File: config.mk
export PLATFORM = sky130hd
export DESIGN_NAME = lane_phase_scheduler
export DESIGN_NICKNAME = d
export VERILOG_FILES = /design/src/rtl/lane_phase_scheduler_pkg.sv /design/src/rtl/lane_phase_scheduler_rr_lane_picker.sv /design/src/rtl/lane_phase_scheduler.sv
export SDC_FILE = /design/constraint.sdc
export NUM_CORES = 1
export LEC_CHECK = 0
export ABC_CLOCK_PERIOD_IN_PS = 2140
export BUFFER_PORTS_ARGS = -buffer_cell sky130_fd_sc_hd__buf_4
export CORE_MARGIN = 1.5
export CORE_UTILIZATION = 30
export DETAILED_ROUTE_END_ITERATION = 10
export PLACE_DENSITY = 0.61
export RECOVER_POWER = 100
export SLEW_MARGIN = 20
export SYNTH_ARGS = -nofsm -noshare
export SYNTH_HDL_FRONTEND = slang
export SYNTH_SLANG_ARGS = --single-unit
File: constraint.sdc
create_clock -name clock -period 2.14 [get_ports clock]
set_input_delay 0.107 -clock clock [delete_from_list [all_inputs] [get_ports clock]]
set_output_delay 0.107 -clock clock [all_outputs]
set_load 0.01 [all_outputs]
File: src/rtl/lane_phase_scheduler_pkg.sv
// Shared encodings for the intersection phase scheduler: controller modes,
// FSM phase codes and per-lane light patterns.
package lane_phase_scheduler_pkg;

    localparam logic [1:0] MODE_LOAD  = 2'b00;
    localparam logic [1:0] MODE_RED   = 2'b01;
    localparam logic [1:0] MODE_SCHED = 2'b10;

    typedef enum logic [2:0] {
        ST_HOLD_RED = 3'd0,
        ST_ARB      = 3'd1,
        ST_GREEN    = 3'd2,
        ST_YELLOW   = 3'd3,
        ST_CLEAR    = 3'd4
    } phase_e;

    localparam logic [3:0] LIGHTS_ALL  = 4'b1111;
    localparam logic [3:0] LIGHTS_NONE = 4'b0000;

    function automatic logic [3:0] lane_onehot(input logic [1:0] lane);
        return 4'b0001 << lane;
    endfunction

endpackage

File: src/rtl/lane_phase_scheduler_rr_lane_picker.sv
// Combinational round-robin pick: first lane after last_served (wrapping,
// last_served itself checked last) whose nonzero bit is set.
module rr_lane_picker (
    input  logic [3:0] nonzero_mask_i,
    input  logic [1:0] last_served_i,
    output logic       found_o,
    output logic [1:0] index_o
);

    logic [1:0] cand [4];
    logic [3:0] hit;

    for (genvar gi = 0; gi < 4; gi++) begin : g_cand
        assign cand[gi] = last_served_i + 2'(gi + 1);
        assign hit[gi]  = nonzero_mask_i[cand[gi]];
    end

    // Walk from the lowest search distance last so it wins.
    always_comb begin
        found_o = |hit;
        index_o = 2'd0;
        for (int k = 3; k >= 0; k--) begin
            if (hit[k]) begin
                index_o = cand[k];
            end
        end
    end

endmodule

File: src/rtl/lane_phase_scheduler.sv
// Four-lane phase sequencer for scheduled mode: round-robin green grants,
// yellow and all-red clearance, and one-car decrement requests.
module lane_phase_scheduler
    import lane_phase_scheduler_pkg::*;
#(
    parameter int COUNT_W      = 4,
    parameter int GREEN_MAX    = 6,
    parameter int YELLOW_TICKS = 2,
    parameter int CLEAR_TICKS  = 1
) (
    input  logic                 clock,
    input  logic                 reset,
    input  logic                 tick,
    input  logic [1:0]           mode,
    input  logic [4*COUNT_W-1:0] lane_count,
    output logic [3:0]           light_red,
    output logic [3:0]           light_yellow,
    output logic [3:0]           light_green,
    output logic                 dec_en,
    output logic [1:0]           dec_sel,
    output logic [2:0]           phase
);

    localparam int TIMER_W = 8;
    localparam logic [TIMER_W-1:0] GREEN_LAST  = TIMER_W'(GREEN_MAX);
    localparam logic [TIMER_W-1:0] YELLOW_LAST = TIMER_W'(YELLOW_TICKS);
    localparam logic [TIMER_W-1:0] CLEAR_LAST  = TIMER_W'(CLEAR_TICKS);

    phase_e             state_q, state_d;
    logic [TIMER_W-1:0] timer_q, timer_d, timer_inc;
    logic [1:0]         cur_lane_q, cur_lane_d;
    logic [1:0]         last_served_q, last_served_d;
    logic               dec_en_q, dec_d;
    logic [1:0]         dec_sel_q;
    logic [3:0]         red_q, red_d, yellow_q, yellow_d, green_q, green_d;

    logic [3:0] lane_nz;
    logic       sched;
    logic       pick_found;
    logic [1:0] pick_idx;

    for (genvar gi = 0; gi < 4; gi++) begin : g_nz
        assign lane_nz[gi] = |lane_count[gi*COUNT_W +: COUNT_W];
    end

    assign sched     = (mode == MODE_SCHED);
    assign timer_inc = timer_q + TIMER_W'(1);

    rr_lane_picker u_picker (
        .nonzero_mask_i (lane_nz),
        .last_served_i  (last_served_q),
        .found_o        (pick_found),
        .index_o        (pick_idx)
    );

    always_comb begin
        state_d       = state_q;
        timer_d       = timer_q;
        cur_lane_d    = cur_lane_q;
        last_served_d = last_served_q;
        dec_d         = 1'b0;
        if (tick) begin
            case (state_q)
                ST_HOLD_RED: begin
                    if (sched) begin
                        state_d = ST_CLEAR;
                        timer_d = '0;
                    end
                end
                ST_CLEAR: begin
                    if (!sched) begin
                        state_d = ST_HOLD_RED;
                        timer_d = '0;
                    end else if (timer_inc == CLEAR_LAST) begin
                        state_d = ST_ARB;
                        timer_d = '0;
                    end else begin
                        timer_d = timer_inc;
                    end
                end
                ST_ARB: begin
                    if (!sched) begin
                        state_d = ST_HOLD_RED;
                        timer_d = '0;
                    end else if (pick_found) begin
                        state_d    = ST_GREEN;
                        cur_lane_d = pick_idx;
                        timer_d    = '0;
                    end
                end
                ST_GREEN: begin
                    // Leaving scheduled mode or an emptied lane still passes through yellow.
                    if (!sched || !lane_nz[cur_lane_q]) begin
                        state_d       = ST_YELLOW;
                        timer_d       = '0;
                        last_served_d = cur_lane_q;
                    end else begin
                        dec_d = 1'b1;
                        if (timer_inc == GREEN_LAST) begin
                            state_d       = ST_YELLOW;
                            timer_d       = '0;
                            last_served_d = cur_lane_q;
                        end else begin
                            timer_d = timer_inc;
                        end
                    end
                end
                ST_YELLOW: begin
                    if (timer_inc == YELLOW_LAST) begin
                        state_d = sched ? ST_CLEAR : ST_HOLD_RED;
                        timer_d = '0;
                    end else begin
                        timer_d = timer_inc;
                    end
                end
                default: begin
                    state_d = ST_HOLD_RED;
                    timer_d = '0;
                end
            endcase
        end
    end

    always_comb begin
        red_d    = LIGHTS_ALL;
        yellow_d = LIGHTS_NONE;
        green_d  = LIGHTS_NONE;
        if (state_d == ST_GREEN) begin
            green_d = lane_onehot(cur_lane_d);
            red_d   = ~green_d;
        end else if (state_d == ST_YELLOW) begin
            yellow_d = lane_onehot(cur_lane_d);
            red_d    = ~yellow_d;
        end
    end

    always_ff @(posedge clock) begin
        if (reset) begin
            state_q       <= ST_HOLD_RED;
            timer_q       <= '0;
            cur_lane_q    <= 2'd0;
            last_served_q <= 2'd3;
            dec_en_q      <= 1'b0;
            dec_sel_q     <= 2'd0;
            red_q         <= LIGHTS_ALL;
            yellow_q      <= LIGHTS_NONE;
            green_q       <= LIGHTS_NONE;
        end else begin
            state_q       <= state_d;
            timer_q       <= timer_d;
            cur_lane_q    <= cur_lane_d;
            last_served_q <= last_served_d;
            dec_en_q      <= dec_d;
            if (dec_d) begin
                dec_sel_q <= cur_lane_q;
            end
            red_q         <= red_d;
            yellow_q      <= yellow_d;
            green_q       <= green_d;
        end
    end

    assign light_red    = red_q;
    assign light_yellow = yellow_q;
    assign light_green  = green_q;
    assign dec_en       = dec_en_q;
    assign dec_sel      = dec_sel_q;
    assign phase        = state_q;

endmodule

=== After elaboration in Yosys (flattened, before gate mapping) ===
Index checks and enable logic that the tools add are counted.

* Flip-flop bits (word level): 30
* Bits of input ports: 21
* Output and inout port bits: 18
* Word-level logic and storage cells: 93

* Add/sub/neg operators: 4
* $lt $le $gt $ge: 5
* Equality and inequality tests: 12
* Shift-type cells: 1
* Mux-type cells: 45
* Bitwise logic cells: 3
* Reduce and logical (&&, ||, !) cells: 14

{| class="wikitable"
|+ Operators with widths
! operator !! count
|-
| two-way mux 8 bit || 8
|-
| one-hot mux 8 bit (5 select lines) || 1
|-
| two-way mux 3 bit || 10
|-
| two-way mux 2 bit || 10
|-
| OR reduction 4 bit || 5
|-
| less-than comparator 2 x 3 -> 1 bit (second input constant) || 5
|-
| one-hot mux 3 bit (5 select lines) || 1
|-
| equality test 3 x 2 -> 1 bit (second input constant) || 4
|-
| binary-select mux 1 bit (select 2 bit) || 5
|-
| adder 8 x 1 -> 8 bit (second input constant) || 1
|-
| equality test 8 x 1 -> 1 bit (second input constant) || 1
|-
| equality test 8 x 2 -> 1 bit (second input constant) || 1
|-
| equality test 8 x 3 -> 1 bit (second input constant) || 1
|-
| two-way mux 1 bit || 8
|-
| two-way mux 4 bit || 2
|-
| AND reduction 3 bit || 2
|-
| adder 2 bit (second input constant) || 2
|-
| inverter 4 bit || 1
|-
| << shifter 1 x 2 -> 4 bit (first input constant) || 1
|-
| equality test 3 x 1 -> 1 bit (second input constant) || 1
|-
| equality test 3 bit (second input constant) || 1
|-
| zero test 3 bit || 1
|-
| != test 3 bit (second input constant) || 1
|-
| OR reduction 3 bit || 1
|-
| 8 further kinds || 10
|}

=== Longest topological paths before layout ===
* Word-level depth: 15
* Depth in mapped cells: 7
* Gate-level depth less buffers: 7

=== Hierarchy ===
Synthesis repeated with hierarchy kept, for this count alone.

* Cell total of the unflattened synthesis: 199
* Area total of the unflattened synthesis: 1637.8 um^2

{| class="wikitable"
|+ By module, submodules not included
! module !! instances !! cells an instance !! area an instance (um^2)
|-
| lane_phase_scheduler || 1 || 185 || 1546.5
|-
| rr_lane_picker || 1 || 14 || 91.3
|}

=== Worst setup path before layout ===
OpenSTA, ideal clock, no wires.

* Kind: flip-flop to flip-flop
* Start point: register timer_q[0]
* End point: register timer_q[7]
* Library setup time: 0.127 ns
* Arrival: 1.776 ns
* Path slack: 0.236 ns
* Stages on the path, launching flop included: 8
* Clock period less this slack: 1.904 ns
* Cells stage by stage: dfxtp_1 ha_1 and3_1 a31o_2 nand3_2 o31a_1 o311ai_1 o21ai_1

* Cells in the longest elaborated chain, start to end: 5

{| class="wikitable"
|+ Ends and longest elaborated chain
! element !! RTL line !! source
|-
| start: declaration || lane_phase_scheduler.sv:30 || <nowiki>logic [TIMER_W-1:0] timer_q, timer_d, timer_inc;</nowiki>
|-
| start signal: assignment || lane_phase_scheduler.sv:150 || <nowiki>timer_q <= timer_d;</nowiki>
|-
| adder 8 x 1 -> 8 bit * || lane_phase_scheduler.sv:47 || <nowiki>assign timer_inc = timer_q + TIMER_W'(1);</nowiki>
|-
| equality test 8 x 3 -> 1 bit / equality test 8 x 1 -> 1 bit (equally long branches) || lane_phase_scheduler.sv:99, lane_phase_scheduler.sv:74 ||
|-
| two-way mux 8 bit, on equally long branches || lane_phase_scheduler.sv:99, lane_phase_scheduler.sv:74 ||
|-
| two-way mux 8 bit, on equally long branches || lane_phase_scheduler.sv:93, lane_phase_scheduler.sv:71 ||
|-
| one-hot mux 8 bit (5 select lines) * || lane_phase_scheduler.sv:63 || <nowiki>case (state_q)</nowiki>
|}

Every way passes the cells marked *; elsewhere a longest branch is shown, timed or not.
A chain may end at the register's enable or synchronous reset.

=== Worst setup path after layout ===
* Start point: register timer_q[2]
* End point: register timer_q[6]

Same word-level chain as after synthesis.

==> metrics.txt <==
status complete, no violations; Via density 5.43; Ys Warns 0; P&R area growth vs syn 29.9%; Worst setup EP type flop; Fill cells 585; Sink Count 30; CTS Buf Count 5; DP Worst Slack 0.0385 ns; # rows 27; Crit Path Class reg -> reg; dpl cells 316; unique cell type count in the Yosys netlist 63; grt ovf 0; Yosys top cell by area dfxtp_1; Worst Clk Skew 0.0107 ns; ranking of synthesized cells by area dfxtp_1 34%, nor2_1 3.8%, nand2_1 3.6%, o21ai_0 2.8%, a21oi_1 2.5%; clock power share 41.2%; Min Clock Period, post-route 2.06 ns; CTS tree done; Top FF cell, synth dfxtp_1; IO Pins 39; Max H-tree Level 2; setup violators final 0; Die X 80.0 um; first-pass GRT wire length 7.67 mm; clk_lat worst skew 0.29 ns; antenna-violating nets left 0; DR pass1 iterations 4; Residual DRC 0; CTS Root Cell clkbuf_8; switch share 24.9%; CP arrival 2.22 ns; Max Freq 486 MHz; leakage 0.841 nW; Rel. slew slack 68.0%; Syn Nets 222; Cell Area, Placed 2220 um^2; clock-pin transition on the worst setup and hold timing paths 0.07 ns; Hold Crit Class in -> reg; Final Util 41.2%; Startpoint Class flop; Placer Congestion 0.848; Mapped Area 1780 um^2; Die Area 6390 um^2; async set-reset flop share out of synthesis 0%; EDFF count, synth 0; initial core utilization 31.7%; layout cell share with drive strength beyond 1 28.1%; pin count of the biggest net entering global routing 15; worst slew pin tran 0.476 ns; Sw Pwr 290 uW; final instance area 2310 um^2; number of port buffers 38; Synth Instances 198; Finished Layout Cells 325; wirelength, routed 4.61 mm; Longest Clk Path Bufs 2; Core Area 5610 um^2; via count 1764; wire per inst 14.2 um; Power Dens Cells 505 nW/um^2; Total GRT Usage 15.2%; post-synthesis sequential area ratio 33.8%; die height 80.0 um; Max Slew Vio Count 0; # Max-Cap Violations 0; post-layout net count 276; DRT iter0 DRCs 133; Hold Fails Final Rpt 0; worst ir drop on vdd 0.000203 V; Synth top area share 33.8%; sequential share of power 48.5%; vias in the first global route 1565; n_diodes 0; post-DP HPWL 3.50 mm; Yosys reg bits 30; most common cell in the netlist dfxtp_1; combinational power share 10.3%; Synth Area per Inst 8.97 um^2; Final period util 96.2%; Worst Slack Setup Final 0.0807 ns; internal power 876 uW; Max FO, Critical Path 7; initial antenna violation count 0; top cells by count, synth 30 x dfxtp_1, 18 x nor2_1, 17 x nand2_1, 10 x o21ai_0, 9 x a21oi_1; CP required 2.31 ns
worst max-delay path, cell delays in order (launching register included):
cell and delay, ns:
dfxtp_2 0.36, and3_1 0.22, nor3_1 0.39, nor3_2 0.18, o31a_1 0.38, nor3_1 0.18
buf_4 0.16, o21ai_0 0.08
metal layers:
metal	track usage, %	share of wire (%)	vias to the layer above
li1	-	-	881
met4	5.17	1.8	0
met2	22.3	44	48
met5	0	0	-
met1	22.0	49	828
met3	2.86	4.9	7
timing repair:
item / 4_1_cts / 5_1_grt
setup endpoints to repair: 0 / 19
hold buffers: 0 / 0
setup buffers: 0 / 1
resized for setup: 0 / 11
placed cells by master, fill, tap and decap left out, types with 2 or more instances in the layout:
cell	Yosys	layout
a21oi_1	9	9
a22oi_1	2	2
a2bb2oi_1	2	2
and3_1	7	7
and4_1	3	3
buf_4	0	32
clkbuf_1	2	17
clkbuf_8	0	6
dfxtp_1	30	26
dfxtp_2	0	4
ha_1	3	2
inv_1	6	6
mux2i_1	3	3
nand2_1	17	17
nand2b_1	3	3
nand3_1	6	6
nand3b_1	3	3
nand4_1	2	2
nor2_1	18	18
nor2b_1	3	3
nor3_1	8	7
nor4_2	2	2
o2111ai_1	4	4
o21ai_0	10	10
o21ai_1	3	2
o22ai_1	2	2
o31a_1	4	4
o31ai_1	4	4
o31ai_4	1	2
or2_2	2	2
or4_1	2	2
xnor2_1	2	2
power by group through the flow:
| stage | Sequential (mW) | Clock, mW | Combinational, mW |
|---|---|---|---|
| after global routing | 0.566 | 0.528 | 0.131 |
| final | 0.566 | 0.480 | 0.120 |
| after floorplan | 0.579 | 0 | 0.0565 |
| after detailed placement | 0.578 | 0 | 0.118 |
| after CTS | 0.566 | 0.497 | 0.118 |
| after global placement | 0.578 | 0 | 0.117 |
kinds of logic after synthesis:
group | share of synthesized area (%)
flip-flops | 33.8
AND/OR/NAND/NOR | 30.3
AO/OA/AOI/OAI | 28.0
adder cells (fa/ha/maj) | 2.11
multiplexers | 2.32
XOR/XNOR | 1.48
buffers and inverters | 1.97
metrics by stage:
| step | hold slack, ns | TNS (ns) | power, mW |
|---|---|---|---|
| 2_1_floorplan | 0.245 | 0 | 0.635 |
| 3_3_place_gp | 0.422 | 0 | 0.696 |
| 3_5_place_dp | 0.418 | 0 | 0.696 |
| 4_1_cts | 0.114 | 0 | 1.18 |
| 5_1_grt | 0.138 | -0.135 | 1.23 |
| 6_report | 0.121 | 0 | 1.17 |
final cells by class:
cell class                 instances  area, um^2  area share [%]
inverter                           6        22.5           0.976
clock buffer                       6        82.6            3.58
multi-input combinational        159        1180            51.3
sequential                        30         606            26.2
tap                               72        90.1            3.90
timing repair buffer              50         312            13.5
clock inverter                     2        12.5           0.542
flip-flops by register name, indices dropped and copies added, names as in the netlist:
| name | cells |
|---|---|
| last_served_q | 2 |
| light_yellow | 4 |
| timer_q | 8 |
| dec_en | 1 |
| dec_sel | 2 |
| light_green | 4 |
| phase | 3 |
| cur_lane_q | 2 |
| light_red | 4 |
worst paths after layout:
path | start | slack [ns] | endpoint | cells after the start
min reg2reg | timer_q[1] | 0.51 | timer_q[1] | 2
min | reset | 0.12 | timer_q[4] | 2
max | timer_q[2] | 0.08 | timer_q[6] | 7
max reg2reg | timer_q[2] | 0.08 | timer_q[6] | 7
Note: power is estimated with default switching activity, not from simulation.
